`src/rtl/usr_pkg.sv`:
```
// Shared definitions for the universal shift register and its frame sequencer.
//   MODE_*  : usr.mode encodings (hold / shift right / shift left / parallel load)
//   state_t : sequencer state encoding
package usr_pkg;

    localparam logic [1:0] MODE_HOLD  = 2'b00;
    localparam logic [1:0] MODE_RIGHT = 2'b01;
    localparam logic [1:0] MODE_LEFT  = 2'b10;
    localparam logic [1:0] MODE_LOAD  = 2'b11;

    typedef enum logic [2:0] {
        ST_IDLE  = 3'd0,
        ST_LOAD  = 3'd1,
        ST_SHIFT = 3'd2,
        ST_DONE  = 3'd3,
        ST_GAP   = 3'd4
    } state_t;

endpackage

```
`src/rtl/usr.sv`:
```
// 4-bit universal shift register datapath.
//   clk     in  clock, rising edge
//   rst     in  asynchronous active-high reset, clears the register
//   mode    in  00 hold, 01 shift right (s_data -> MSB), 10 shift left (s_data -> LSB), 11 load
//   p_in    in  parallel load word
//   s_data  in  serial input bit
//   p_out   out register contents
//   r_out   out bit leaving on a right shift (LSB)
//   l_out   out bit leaving on a left shift (MSB)
module usr
    import usr_pkg::*;
(
    input  logic       clk,
    input  logic       rst,
    input  logic [1:0] mode,
    input  logic [3:0] p_in,
    input  logic       s_data,
    output logic [3:0] p_out,
    output logic       r_out,
    output logic       l_out
);

    logic [3:0] p_q;
    logic [3:0] p_d;

    always_comb begin
        p_d = p_q;
        case (mode)
            MODE_RIGHT: p_d = {s_data, p_q[3:1]};
            MODE_LEFT:  p_d = {p_q[2:0], s_data};
            MODE_LOAD:  p_d = p_in;
            default:    p_d = p_q;
        endcase
    end

    always_ff @(posedge clk or posedge rst) begin
        if (rst) p_q <= '0;
        else     p_q <= p_d;
    end

    assign p_out = p_q;
    assign r_out = p_q[0];
    assign l_out = p_q[3];

endmodule

```
`src/rtl/usr_seq_ctrl.sv`:
```
// Frame sequencer for the usr: accepts a parallel word (valid/ready), loads it,
// shifts it out serially while shifting ser_in in, then offers the received word.
//   clk, rst_n                : clock, asynchronous active-low reset
//   in_valid/in_ready/in_data : producer handshake, in_dir selects shift direction
//   ser_in/ser_out/ser_en     : 1-bit link; ser_en high in every SHIFT clock
//   out_valid/out_ready/out_data : consumer handshake carrying usr.p_out
//   busy                      : high in any state except IDLE
//
// state    | meaning
// ---------+------------------------------------------------------------
// ST_IDLE  | waiting for in_valid; in_ready high
// ST_LOAD  | one clock, parallel-load captured word into usr
// ST_SHIFT | one shift per prescaler tick until SHIFT_CNT shifts done
// ST_DONE  | received word presented until out_ready
// ST_GAP   | IDLE_GAP idle clocks before accepting the next word
module usr_seq_ctrl
    import usr_pkg::*;
#(
    parameter int SHIFT_CNT = 4,
    parameter int PRESC     = 0,
    parameter int IDLE_GAP  = 1
)
(
    input  logic       clk,
    input  logic       rst_n,
    input  logic       in_valid,
    output logic       in_ready,
    input  logic [3:0] in_data,
    input  logic       in_dir,
    input  logic       ser_in,
    output logic       ser_out,
    output logic       ser_en,
    output logic       out_valid,
    input  logic       out_ready,
    output logic [3:0] out_data,
    output logic       busy
);

    localparam logic [3:0] LAST_BIT  = 4'(SHIFT_CNT - 1);
    localparam logic [7:0] PRESC_MAX = 8'(PRESC);
    localparam logic [3:0] LAST_GAP  = 4'(IDLE_GAP - 1);
    localparam bit         HAS_GAP   = (IDLE_GAP > 0);

    state_t     state_q,     state_d;
    logic [3:0] bit_cnt_q,   bit_cnt_d;
    logic [7:0] presc_cnt_q, presc_cnt_d;
    logic [3:0] gap_cnt_q,   gap_cnt_d;
    logic [3:0] data_q,      data_d;
    logic       dir_q,       dir_d;

    logic       tick;
    logic [1:0] usr_mode;
    logic [3:0] usr_p_out;
    logic       usr_r_out;
    logic       usr_l_out;

    assign tick = (state_q == ST_SHIFT) && (presc_cnt_q == PRESC_MAX);

    always_comb begin
        state_d     = state_q;
        bit_cnt_d   = bit_cnt_q;
        presc_cnt_d = presc_cnt_q;
        gap_cnt_d   = gap_cnt_q;
        data_d      = data_q;
        dir_d       = dir_q;
        case (state_q)
            ST_IDLE: begin
                if (in_valid) begin
                    data_d  = in_data;
                    dir_d   = in_dir;
                    state_d = ST_LOAD;
                end
            end
            ST_LOAD: begin
                bit_cnt_d   = '0;
                presc_cnt_d = '0;
                state_d     = ST_SHIFT;
            end
            ST_SHIFT: begin
                if (tick) begin
                    presc_cnt_d = '0;
                    bit_cnt_d   = bit_cnt_q + 4'd1;
                    if (bit_cnt_q == LAST_BIT) state_d = ST_DONE;
                end else begin
                    presc_cnt_d = presc_cnt_q + 8'd1;
                end
            end
            ST_DONE: begin
                if (out_ready) begin
                    gap_cnt_d = '0;
                    state_d   = HAS_GAP ? ST_GAP : ST_IDLE;
                end
            end
            ST_GAP: begin
                gap_cnt_d = gap_cnt_q + 4'd1;
                if (gap_cnt_q == LAST_GAP) state_d = ST_IDLE;
            end
            default: state_d = ST_IDLE;
        endcase
    end

    always_ff @(posedge clk or negedge rst_n) begin
        if (!rst_n) begin
            state_q     <= ST_IDLE;
            bit_cnt_q   <= '0;
            presc_cnt_q <= '0;
            gap_cnt_q   <= '0;
            data_q      <= '0;
            dir_q       <= 1'b0;
        end else begin
            state_q     <= state_d;
            bit_cnt_q   <= bit_cnt_d;
            presc_cnt_q <= presc_cnt_d;
            gap_cnt_q   <= gap_cnt_d;
            data_q      <= data_d;
            dir_q       <= dir_d;
        end
    end

    // usr only moves on the load clock and on prescaler ticks; otherwise it holds.
    always_comb begin
        usr_mode = MODE_HOLD;
        case (state_q)
            ST_LOAD:  usr_mode = MODE_LOAD;
            ST_SHIFT: usr_mode = tick ? (dir_q ? MODE_LEFT : MODE_RIGHT) : MODE_HOLD;
            default:  usr_mode = MODE_HOLD;
        endcase
    end

    usr u_usr (
        .clk    (clk),
        .rst    (~rst_n),
        .mode   (usr_mode),
        .p_in   (data_q),
        .s_data (ser_in),
        .p_out  (usr_p_out),
        .r_out  (usr_r_out),
        .l_out  (usr_l_out)
    );

    assign in_ready  = (state_q == ST_IDLE);
    assign busy      = (state_q != ST_IDLE);
    assign ser_en    = (state_q == ST_SHIFT);
    assign out_valid = (state_q == ST_DONE);
    assign out_data  = usr_p_out;
    assign ser_out   = dir_q ? usr_l_out : usr_r_out;

endmodule
```
`config.mk`:
```
export PLATFORM = sky130hd
export DESIGN_NAME = usr_seq_ctrl
export DESIGN_NICKNAME = d
export VERILOG_FILES = /design/src/rtl/usr_pkg.sv /design/src/rtl/usr.sv /design/src/rtl/usr_seq_ctrl.sv
export SDC_FILE = /design/constraint.sdc
export NUM_CORES = 1
export LEC_CHECK = 0
export BUFFER_PORTS_ARGS = -buffer_cell sky130_fd_sc_hd__buf_2
export CORE_MARGIN = 4
export CORE_UTILIZATION = 43
export DETAILED_ROUTE_END_ITERATION = 6
export PLACE_DENSITY = 0.68
export SLEW_MARGIN = 10
export SYNTH_ARGS = -nofsm -noshare
export SYNTH_HDL_FRONTEND = slang
export SYNTH_SLANG_ARGS = --single-unit
```
`constraint.sdc`:
```
create_clock -name clk -period 2.2 [get_ports clk]
set_clock_uncertainty 0.2 [all_clocks]
set_input_delay 0.44 -clock clk [delete_from_list [all_inputs] [get_ports clk]]
set_output_delay 0.44 -clock clk [all_outputs]
set_load 0.02 [all_outputs]
```
# --- Yosys cells after proc, flatten, opt, wreduce, memory -nomap -nowiden ---
# Cells that the tools add are included.
op_classes:
  mux: 17
  n_reduce_logical: 12
  eq_ne: 13
  addsub: 3
op_table:
  columns: ["cell", "count"]
  rows:
  - ["4-bit case mux with 2 select lines", 2]
  - ["8-bit case mux with 2 select lines", 1]
  - ["3-bit two-way mux", 5]
  - ["3-bit case mux with 5 select lines", 1]
  - ["4-bit case mux with 3 select lines", 1]
  - ["4-bit by 1-bit adder with 4-bit output (second input constant)", 2]
  - ["8-bit by 1-bit adder with 8-bit output (second input constant)", 1]
  - ["8-bit logical NOT", 1]
  - ["4-bit two-way mux", 2]
  - ["8-bit two-way mux", 1]
  - ["3-bit by 2-bit == test with 1-bit output (second input constant)", 2]
  - ["2-bit by 1-bit != test with 1-bit output (second input constant)", 3]
  - ["2-bit AND reduction", 3]
  - ["3-bit nonzero test", 2]
  - ["5-bit AND reduction", 1]
  - ["2-bit == test (second input constant)", 2]
  - ["4-bit by 2-bit == test with 1-bit output (second input constant)", 1]
  - ["4-bit logical NOT", 1]
  - ["2-bit two-way mux", 2]
  - ["2-bit != test (second input constant)", 2]
  - ["2-bit case mux with 2 select lines", 1]
  - ["2-bit nonzero test", 2]
  - ["3-bit by 1-bit == test with 1-bit output (second input constant)", 1]
  - ["3-bit == test (second input constant)", 1]
  - ["4 further kinds", 4]
word_totals:
  register_bits: 28
  out_inout_bits: 9
  in_bits: 10
  wordCells: 52

# --- Logic depth before layout (Yosys ltp) ---
depth:
  ltp_word: 6
  depth_mapped: 7
  ltp_nobuf: 6

# --- By module ---
# Synthesis repeated with hierarchy kept, for this count alone.
unflattened:
  cells_unflattened: 156
  area_unflattened_um2: 1616.6
modules_own_cells:
  columns: ["mod", "seq_area_each_um2", "n_inst", "cells_per_inst", "area_per_inst_um2"]
  rows:
  - ["usr_seq_ctrl", 600.6, 1, 145, 1392.6]
  - ["usr", 100.1, 1, 11, 224.0]

# --- Worst setup path after synthesis ---
# No wires, ideal clock.
synth_path:
  path_type: "flip-flop to output port"
  startpoint: "register state_q[2]"
  endpoint: "output port out_valid"
  required_time_ns: 1.560
  stages_incl_launch_ff: 4
  t_arrival_ns: 1.292
  path_buffers: 2
  path_slack_ns: 0.268
  path_cell_list: "dfrtp_1 -> buf_2 -> clkbuf_1 -> nor3b_1"
synth_between:
  elab_chain_len: 1
synth_lines:
  columns: ["item", "line", "rtl"]
  rows:
  - ["from (decl)", "usr_seq_ctrl.sv:44", "state_t state_q, state_d;"]
  - ["from (signal assigned)", "usr_seq_ctrl.sv:111", "state_q <= state_d;"]
  - ["3-bit by 2-bit == test with 1-bit output", "usr_seq_ctrl.sv:144", "assign out_valid = (state_q == ST_DONE);"]
  - ["to (decl)", "usr_seq_ctrl.sv:33", "output logic out_valid,"]
# No other way between the ends.

# --- Worst setup path in the final report ---
layout_path:
  startpoint: "register state_q[0]"
  endpoint: "output port in_ready"
layout_between:
  elab_chain_len: 1
layout_lines:
  columns: ["item", "line", "rtl"]
  rows:
  - ["3-bit logical NOT", "usr_seq_ctrl.sv:141", "assign in_ready = (state_q == ST_IDLE);"]
  - ["to (decl)", "usr_seq_ctrl.sv:27", "output logic in_ready,"]
# No other way between the ends.

==> metrics.md <==
| Metric | Value |
|---|---|
| Sequential Area | `702 sq um` |
| Longest Clk Path Bufs | `2` |
| Die ar. | `4690 sq um` |
| Area of the multi-input gates | `793 sq um` |
| Via density | `5.34` |
| Power Density | `1200 nW/um^2` |
| Hold Path Origin | `in_dir` |
| Post-route ant nets | `0` |
| Reg clk slew, reported paths | `90 ps` |
| Highest routed layer | `met4` |
| Mapped Area | `1570 sq um` |
| WP data required | `1560 ps` |
| Synthesized flop and latch total | `28` |
| Warnings from Yosys | `0` |
| Initial antenna violation count | `0` |
| GRT Util Overall | `15.0%` |
| Setup violators final | `0` |
| Cell variety after synth | `41` |
| Critical R2R Launch | `state_q[0]$_DFFE_PN0P_` |
| Slowest stage delay, CP | `500 ps` |
| Ys flop type | `dfrtp_1` |
| CP Capture Type | `output pin` |
| Port Buf Inserts | `18` |
| Fill cell count | `320` |
| Arrival time at the worst endpoint | `1420 ps` |
| Setup crit start | `state_q[0]$_DFFE_PN0P_` |
| DRC | `0` |
| Routed wire length per instance | `13.8 um` |
| Slowest cell on crit path | `dfrtp_2` |
| Grt ovf | `0` |
| WS Path Type | `reg -> out` |
| Iteration-0 DRC Markers | `80` |
| Synth-to-layout area growth | `13.0%` |
| First-pass GRT wire length | `5340 um` |
| WP buf/inv | `2` |
| Status | `finished clean` |
| # H-tree levels | `1` |
| Chip height | `68.5 um` |
| Final Core Density | `51.6%` |
| WL final | `3100 um` |
| DR vias | `1201` |
| Post CTS Setup Buffer Count | `0` |
| Largest net degree at the start of global routing | `29` |
| Min cycle time layout | `2060 ps` |
| Avg Inst Size Synth | `9.88 sq um` |
| Root Buffer | `clkbuf_8` |
| Row count | `21` |
| Hold Path Class | `in -> reg` |
| Tcrit/Tclk final | `93.6%` |
| Worst-Skew Late Latency | `270 ps` |
| Leak Pwr | `0.798 nW` |
| Core Region | `3440 sq um` |
| Sink Count | `28` |
| Synth Net Count | `174` |
| Dpl hpwl | `2360 um` |
| Final Hold Violating Endpoints | `0` |
| Layout cells sized above 1 | `24.0%` |
| Final net count | `195` |
| Rel. slew slack | `58.0%` |
| Initial Utilization | `45.7%` |
| Top delay family on crit path | `flip-flops` |
| Slew Limit Fails | `0` |
| Total power | `2.12 mW` |
| Peak supply drop | `502 uV` |
| Final hold slack | `193 ps` |
| Mapped Cells | `159` |
| Met1 Wirelength | `1480 um` |
| RSZ-0062 raised after global routing | `false` |
| Post-synth EDFFs | `0` |
| Die W | `68.5 um` |
| Asr flop ratio synth | `100%` |
| Pin slew with the least headroom to its limit | `631 ps` |
| Ant. Diodes | `0` |
| I/O pins | `19` |
| Drt first pass iters | `4` |
| FMAX | `486 MHz` |
| Commonest non-fill, non-tap cell in the layout | `dfrtp_1` |
| Setup TNS | `0 ps` |
| Sequential area share after synthesis | `44.6%` |
| Vias in the first global route | `1139` |
| Crit start category | `flip-flop` |
| Max Cap Viol | `0` |
| Crit-path cells | `or3_1 -> inv_1 -> buf_2` |
| CP Max Fanout | `11` |
| CTS tree | `yes` |
| Routability Congestion | `0.853` |
| Routed wl met2 | `1470 um` |
| Met3 wire len | `125 um` |
| TritonCTS Buffers | `3` |
| Most frequent cells in the layout | `27 x dfrtp_1, 18 x buf_2, 15 x nor2_1` |
## final timing paths
check                                              to  depth (start not counted)  slack, ps
setup / recovery                             in_ready                          3        140
hold / removal                      dir_q$_DFFE_PN0P_                          2        190
setup reg to reg           presc_cnt_q[6]$_DFFE_PN0N_                          4        260
hold reg to reg                 data_q[3]$_DFFE_PN0P_                          1        330
max in group asynchronous      state_q[0]$_DFFE_PN0P_                          2        840
min in group asynchronous  presc_cnt_q[5]$_DFFE_PN0N_                          2        520
## where the power goes
group          switching (mW)  internal, mW  total [mW]
clock                   0.150         0.160       0.310
sequential              0.147         0.660       0.807
combinational           0.569         0.436        1.00
## what timing repair did
action                     4_1_cts  5_1_grt
gates resized for setup          0        1
hold buffers                     1        0
setup endpoints to repair        0        1
hold endpoints to repair        28        0
## kinds of logic after synthesis
kind of cell | synth area share [%]
simple gates | 21.9
compound gates | 15.0
flops | 44.6
buf+inv | 4.94
mux | 6.85
xor+xnor | 2.79
fa+ha+maj | 3.98
## synthesized netlist by cell type (5+ instances only)
master	number	area (sq um)
mux2_2	6	67.6
xnor2_1	5	43.8
nor2_1	15	56.3
and2_1	5	31.3
o21ai_0	9	45.0
nand2_1	10	37.5
nand3_1	6	30.0
a21oi_1	7	35.0
dfrtp_1	28	701
inv_1	10	37.5
ha_1	5	62.6
## layer usage
metal | global-route usage (%) | vias up
met2 | 24.8 | 22
met5 | 0 | -
met1 | 20.2 | 573
li1 | - | 602
met4 | 2.23 | 0
met3 | 3.45 | 4
## flip-flops by register name (all words and copies together) (netlist names)
| name | flops |
|---|---|
| data_q | 4 |
| u_usr.p_out | 4 |
| bit_cnt_q | 4 |
| presc_cnt_q | 8 |
| dir_q | 1 |
| gap_cnt_q | 4 |
| state_q | 3 |
## cell type report
type	count	share of cell area, %
Inverter	10	2.11
Sequential cell	28	39.5
Clock buffer	4	3.10
Tap cell	46	3.24
Multi-Input combinational cell	114	44.7
Timing Repair Buffer	23	7.33
## through the flow
| step | cell area, sq um | instances | setup WS [ps] |
|---|---|---|---|
| 2_1_floorplan | 1570 | 159 | 268 |
| 3_3_place_gp | 1710 | 220 | 282 |
| 3_5_place_dp | 1710 | 220 | 236 |
| 4_1_cts | 1770 | 225 | 82.9 |
| 5_1_grt | 1780 | 225 | 21.2 |
| 6_report | 1780 | 225 | 141 |
Note: power is estimated with default switching activity, not from simulation.
